===== config.mk =====
export PLATFORM = sky130hd
export DESIGN_NAME = final_vending_machine
export DESIGN_NICKNAME = d
export VERILOG_FILES = /design/src/rtl/vm_pkg.sv /design/src/rtl/vm_credit_unit.sv /design/src/rtl/final_vending_machine.sv
export SDC_FILE = /design/constraint.sdc
export NUM_CORES = 1
export LEC_CHECK = 0
export ABC_AREA = 1
export BUFFER_PORTS_ARGS = -buffer_cell sky130_fd_sc_hd__buf_2
export CORE_MARGIN = 3
export CORE_UTILIZATION = 47
export CTS_CLUSTER_DIAMETER = 60
export DETAILED_ROUTE_END_ITERATION = 16
export GPL_ROUTABILITY_DRIVEN = 0
export PLACE_DENSITY_LB_ADDON = 0.3
export SLEW_MARGIN = 10
export SYNTH_ARGS = -nofsm -noshare
export SYNTH_HDL_FRONTEND = slang
export SYNTH_HIERARCHICAL = 1
export SYNTH_SLANG_ARGS = --single-unit

===== constraint.sdc =====
create_clock -name clk -period 2.2 [get_ports clk]
set_input_delay 0.33 -clock clk [delete_from_list [all_inputs] [get_ports clk]]
set_output_delay 0.33 -clock clk [all_outputs]
set_load 0.03 [all_outputs]

===== src/rtl/vm_pkg.sv =====
// Shared types and default prices for the vending controller.
package vm_pkg;
  typedef enum logic [3:0] {
    IDLE     = 4'd0,
    SELECT   = 4'd1,
    COLLECT  = 4'd2,
    DISPENSE = 4'd3
  } state_t;

  localparam logic [3:0] DEF_PRICE0 = 4'd4;
  localparam logic [3:0] DEF_PRICE1 = 4'd6;
  localparam logic [3:0] DEF_PRICE2 = 4'd8;
  localparam logic [3:0] DEF_PRICE3 = 4'd10;

  function automatic logic [3:0] price_of(input logic [1:0] item);
    case (item)
      2'd0:    return DEF_PRICE0;
      2'd1:    return DEF_PRICE1;
      2'd2:    return DEF_PRICE2;
      default: return DEF_PRICE3;
    endcase
  endfunction
endpackage


===== src/rtl/vm_credit_unit.sv =====
// Credit datapath: add coin, compare to price, saturate credit, compute change.
// Purely combinational, zero latency; no backpressure.
module vm_credit_unit (
  input  logic [3:0] curr,
  input  logic [3:0] coin,
  input  logic [3:0] price,
  output logic       paid,
  output logic [3:0] curr_next,
  output logic [3:0] change
);
  logic [4:0] sum;

  assign sum       = {1'b0, curr} + {1'b0, coin};
  assign paid      = (sum >= {1'b0, price});
  assign curr_next = sum[4] ? 4'hF : sum[3:0];
  // True change is at most 14, so the low nibble alone gives the exact result.
  assign change    = sum[3:0] - price;
endmodule


===== src/rtl/final_vending_machine.sv =====
// Single-purchase vending FSM; e pulses the cycle after the completing coin is sampled.
// Standalone block: no handshake, start=0 aborts and refunds.
module final_vending_machine
  import vm_pkg::*;
#(
  parameter logic [3:0] PRICE0 = DEF_PRICE0,
  parameter logic [3:0] PRICE1 = DEF_PRICE1,
  parameter logic [3:0] PRICE2 = DEF_PRICE2,
  parameter logic [3:0] PRICE3 = DEF_PRICE3
) (
  input  logic       clk,
  input  logic       rst,
  input  logic       start,
  input  logic [3:0] data,
  output logic       e,
  output logic [3:0] curr,
  output logic [3:0] state,
  output logic [3:0] money,
  output logic [1:0] item_number,
  output logic [3:0] temp,
  output logic       ld_money
);
  state_t     state_q, state_d;
  logic [3:0] curr_d, money_d, price;
  logic [1:0] item_d;
  logic       paid;
  logic [3:0] curr_sum, change;

  always_comb begin
    case (item_number)
      2'd0:    price = PRICE0;
      2'd1:    price = PRICE1;
      2'd2:    price = PRICE2;
      default: price = PRICE3;
    endcase
  end

  vm_credit_unit u_credit (
    .curr      (curr),
    .coin      (data),
    .price     (price),
    .paid      (paid),
    .curr_next (curr_sum),
    .change    (change)
  );

  always_comb begin
    state_d = IDLE;
    curr_d  = curr;
    money_d = money;
    item_d  = item_number;
    case (state_q)
      IDLE: begin
        curr_d  = 4'd0;
        state_d = start ? SELECT : IDLE;
      end
      SELECT: begin
        if (start) begin
          item_d  = data[1:0];
          money_d = 4'd0;
          state_d = COLLECT;
        end
      end
      COLLECT: begin
        if (!start) begin
          money_d = curr;
          curr_d  = 4'd0;
        end else if (paid) begin
          curr_d  = curr_sum;
          money_d = change;
          state_d = DISPENSE;
        end else begin
          curr_d  = curr_sum;
          state_d = COLLECT;
        end
      end
      default: state_d = IDLE;
    endcase
  end

  always_ff @(posedge clk) begin
    if (rst) begin
      state_q     <= IDLE;
      curr        <= 4'd0;
      money       <= 4'd0;
      item_number <= 2'd0;
      temp        <= 4'd0;
    end else begin
      state_q     <= state_d;
      curr        <= curr_d;
      money       <= money_d;
      item_number <= item_d;
      temp        <= data;
    end
  end

  assign state    = state_q;
  assign e        = (state_q == DISPENSE);
  assign ld_money = (state_q == COLLECT) && (data != 4'd0) && start;
endmodule


# == Yosys cells after proc, flatten, opt, wreduce, memory -nomap -nowiden ==
# Cells that the tools add are included.
# totals
elab_cells,37
in_bits,7
output_inout_bits,20
register_bits,18
# classes
n_mux,13
n_addsub,2
magnitude_cmp,1
n_eq_ne,7
reduce_logical,9
# op_table
operator,count
$mux 4,5
$pmux 4 s2,2
$pmux 4 s3,1
$eq 4x2->1 const B,2
$pmux 2 s3,1
$add 4x4->5,1
$ge 5x4->1,1
$eq 4x1->1 const B,1
$logic_not 4->1,1
$mux 2,2
$reduce_bool 2->1,2
$reduce_bool 4->1,1
$sub 4x4->4,1
$ne 3x3->1 const B,1
$reduce_and 3->1,1
$eq 2x1->1 const B,1
$eq 2x2->1 const B,1
$logic_and 1x1->1,2
$logic_not 2->1,1
$mux 1,2
$ne 2x2->1 const B,1
$reduce_and 2->1,1

# == Depth between registers and ports, before layout ==
# depth
depth_word,6
depth_mapped,17

# == Cells and area by module ==
# Netlist, hierarchy kept.
# by_module_without_submodules
mod,cells_each,area_each_um2,n_inst
final_vending_machine,103,743.2,1
vm_credit_unit,53,322.8,1

# == Worst setup path after synthesis ==
# No wires, ideal clock.
# synth_timing
path_kind,flip-flop to flip-flop
start,reg curr[0]
end,reg money[1]
stages_incl_launch_ff,16
setup_time_ps,114
n_path_buf,0
setup_slack_ps,-301
t_required_ps,2086
arrival_time_ps,2386
period_less_slack_ps,2501
path_cell_list,dfxtp_1 ha_1 fa_1 nor2_1 nor2_1 ha_1 a21oi_1 nand3_1 nand2_1 nand2_1 inv_1 nand2_1 nand2_2 nand2_4 nor2_1 nor2_2
# synth_via
elab_cells_between_ends,8
# synth_lines
item,line_no,source
start: declaration,final_vending_machine.sv:16,"output logic [3:0] curr,"
start signal: assignment,final_vending_machine.sv:90,curr <= curr_d;
$add 4x4->5,vm_credit_unit.sv:13,"assign sum = {1'b0, curr} + {1'b0, coin};"
$ge 5x4->1,vm_credit_unit.sv:14,"assign paid = (sum >= {1'b0, price});"
net paid,final_vending_machine.sv:26,logic paid;
$ne 3x3->1 (no source line),n/a,
$reduce_and 3->1 (no source line),n/a,
end signal: assignment,final_vending_machine.sv:91,money <= money_d;
end: declaration,final_vending_machine.sv:18,"output logic [3:0] money,"
# The timed path passes the listed nets, and every way through them passes these cells. The select of a mux whose other input is x is not followed.
# A chain may end at the register's enable or synchronous reset.

# == Worst setup path after layout ==
# layout_timing
start,reg curr[0]
end,reg money[2]
# The elaborated chain is that of the path after synthesis.

==> results.txt <==
Worst-case clock buffer depth: 2
Comb pwr share: 28.8%
Top Usage Layer GRT: met2
Global-route wire length before repair: 3.884 mm
Fin. Hold Viols: 0
N_diodes: 0
Clock power frac: 27.9%
Detailed-route via count: 1042
Layout area overhead: 31.34%
DP Wirelength: 2.032 mm
CTS Buf Count: 3
Initial antenna violation count: 0
Die area: 0.002876 sq mm
Layout cells sized above 1: 32.98%
Sequential Power Share: 43.3%
Layout Cells excl Fill: 218
Post-route clock period utilization: 103.7%
Hold slack: 275.0 ps
Post-layout min period: 2280 ps
M3 GR Usage: 3.878%
Worst endpoint required time: 2440 ps
Unrepaired setup endpoints after global routing: yes
DR iter-0 viols: 33
Final Net Count: 209
Final WL: 2.528 mm
Chip Height: 53.63 microns
Worst R2R Setup Slack: -80 ps
Ys async rst share: 0%
Switching power: 0.2375 mW
Primary FF master, synth: dfxtp_1
Post-DRT Antenna Nets: 0
Register area share after synthesis: 30.05%
Gate Count Post-Synth: 156
Final Worst Setup Slack: -80.38 ps
Internal: 0.4823 mW
Final Setup Violations: 5
Pin count of the biggest net entering global routing: 12
Synth area leader: dfxtp_1
H-tree levels: 1
Largest fanout on the critical path: 8
Synth cell types: 23
Initial core utilization: 51.70%
Worst Skew: 3.417 ps
Worst endpoint data arrival time: 2520 ps
Failing checks: setup timing
Total number of yosys warnings: 6
Synth Cell Area: 0.001066 sq mm
Layout fillers: 178
Final count of pins violating max slew: 0
Power consumption: 0.7199 mW
Setup TNS Final: -308.6 ps
Routing usage on met2: 32.04%
R2r endpoint: money[2]
First-pass DRT Iterations: 4
CTS sink cnt: 16
CP startpoint kind: flop
Vias per cell: 4.780
Sw Share: 33.00%
Vias in the first global route: 940
Worst Hold End: temp[3]
Synth Register Bits: 16
Status: finished with violations
RR Startpoint: curr[0]
Num rows: 16
Crit Path Category: reg2reg
# placed instances: 212
Port bufs: 24
Top post-synthesis cells by area: dfxtp_1, nand2_1, inv_1
Core area: 0.002062 sq mm
P_leak: 0.7615 nW
Yosys top cell area share: 30.05%
CTS root buf: clkbuf_4
CTS tree: built
WHS Path Cells: 3
Cells on worst reg2reg path: 17
Max cap viols: 0
GRT Util Overall: 19.05%
Max Fclk: 438.5 MHz
Mean Syn Cell Area: 6.833 sq um
# IOs: 27
Min-Delay Path Class: in2reg
Hold buffer count at cts: 0
Chip width: 53.63 microns
GRT overflow: 0
Clk Latency, worst-skew pair: 290 ps
Worst Setup End Kind: flop
Drt wl/cell: 11.60 microns
Clock transition at path regs: 100 ps
Max VDD drop: 334.1 uV
Worst hold start: data[3]
# DRC: 0
GR met1 Demand/Resource: 23.08%
Pwr/cell area: 514.2 mW/mm^2
Post-synth EDFFs: 0
stage by stage:
stage	instance area (sq um)	util, %	setup WS [ps]
after floorplan	1099	-	-43.40
after global placement	1279	62.01	-155.3
after detailed placement	1279	62.01	-237.8
after CTS	1340	64.99	-74.08
after global routing	1400	67.90	-211.5
final	1400	67.90	-80.38
per-layer routing:
metal / routed length (microns) / vias to the layer above
li1: - / 540
met4: 44 / 0
met2: 1204 / 31
met3: 132 / 4
met5: 0 / -
met1: 1146 / 467
cell type report:
| class | instances | area, sq um | share of cell area [%] |
|---|---|---|---|
| multi-input cells | 103 | 668.1 | 47.72 |
| clock buffers | 4 | 36.28 | 2.592 |
| flip-flops and latches | 16 | 324.1 | 23.15 |
| well taps | 27 | 33.78 | 2.413 |
| inverters | 32 | 120.1 | 8.579 |
| repair buffers | 36 | 217.7 | 15.55 |
worst max-delay path, stage by stage (launching register included):
cell	delay, ps
dfxtp_4	370
ha_4	160
fa_2	400
nand2_2	80
inv_2	50
nor2_4	110
ha_4	240
a21oi_4	150
nand3_2	80
nand2_1	60
nand2_1	60
inv_1	60
nand2_1	50
nand2_2	80
nand2_4	90
nand2_1	80
nand2_1	40
nor2_1	90
power by group through the flow:
stage / sequential, mW / combinational [mW] / clock (mW)
5_1_grt: 0.313 / 0.229 / 0.221
2_1_floorplan: 0.341 / 0.108 / 0
4_1_cts: 0.312 / 0.185 / 0.204
3_5_place_dp: 0.319 / 0.179 / 0
3_3_place_gp: 0.318 / 0.175 / 0
6_report: 0.312 / 0.207 / 0.201
timing repair:
action,4_1_cts,5_1_grt
buffers inserted,1,1
resized for setup,3,13
pin swaps,11,11
endpoints found under the setup margin,5,5
sequential cells by signal (all words and copies together), names as in the netlist:
register,flops
item_number,2
curr,4
money,4
state,2
temp,4
logic make-up (layout without fill, tap and decap cells):
logic type                 after synthesis  after routing  synth area share [%]
DFF                                     16             16                 30.05
xor gates and xnor gates                 1              1                0.8217
adders and majority gates               10             10                 13.15
buffers and inverters                   39             72                 15.84
and+or+nand+nor                         75             75                 32.87
AOI/OAI and AO/OA                       14             14                 6.925
other                                    1              3                0.3518
cells in the mapped netlist (all sizes together) (2+ instances only):
library cell	count
ha	8
buf	4
clkbuf	3
o21ai	3
nand2	44
fa	2
nor2	17
inv	32
a21oi	10
dfxtp	16
nand3	12
cells in the final DEF, fill, tap and decap left out, types with 6 or more instances in the layout:
| cell type | netlist | final |
|---|---|---|
| nand3_1 | 11 | 8 |
| inv_1 | 30 | 29 |
| nand2_1 | 41 | 39 |
| buf_2 | 0 | 24 |
| dfxtp_1 | 16 | 15 |
| ha_1 | 8 | 6 |
| a21oi_1 | 10 | 9 |
| nor2_1 | 15 | 11 |
| buf_4 | 2 | 10 |
worst max-delay path by stage:
stage | slack [ps] | from | depth (start not counted) | to
after floorplan | -40 | curr[0] | 15 | money[1]
after global placement | -160 | data[0] | 17 | money[3]
after detailed placement | -240 | data[0] | 17 | money[2]
after CTS | -70 | curr[0] | 17 | money[2]
after global routing | -210 | curr[0] | 17 | money[3]
final | -80 | curr[0] | 17 | money[2]
Power figures use the tool's default switching activity.
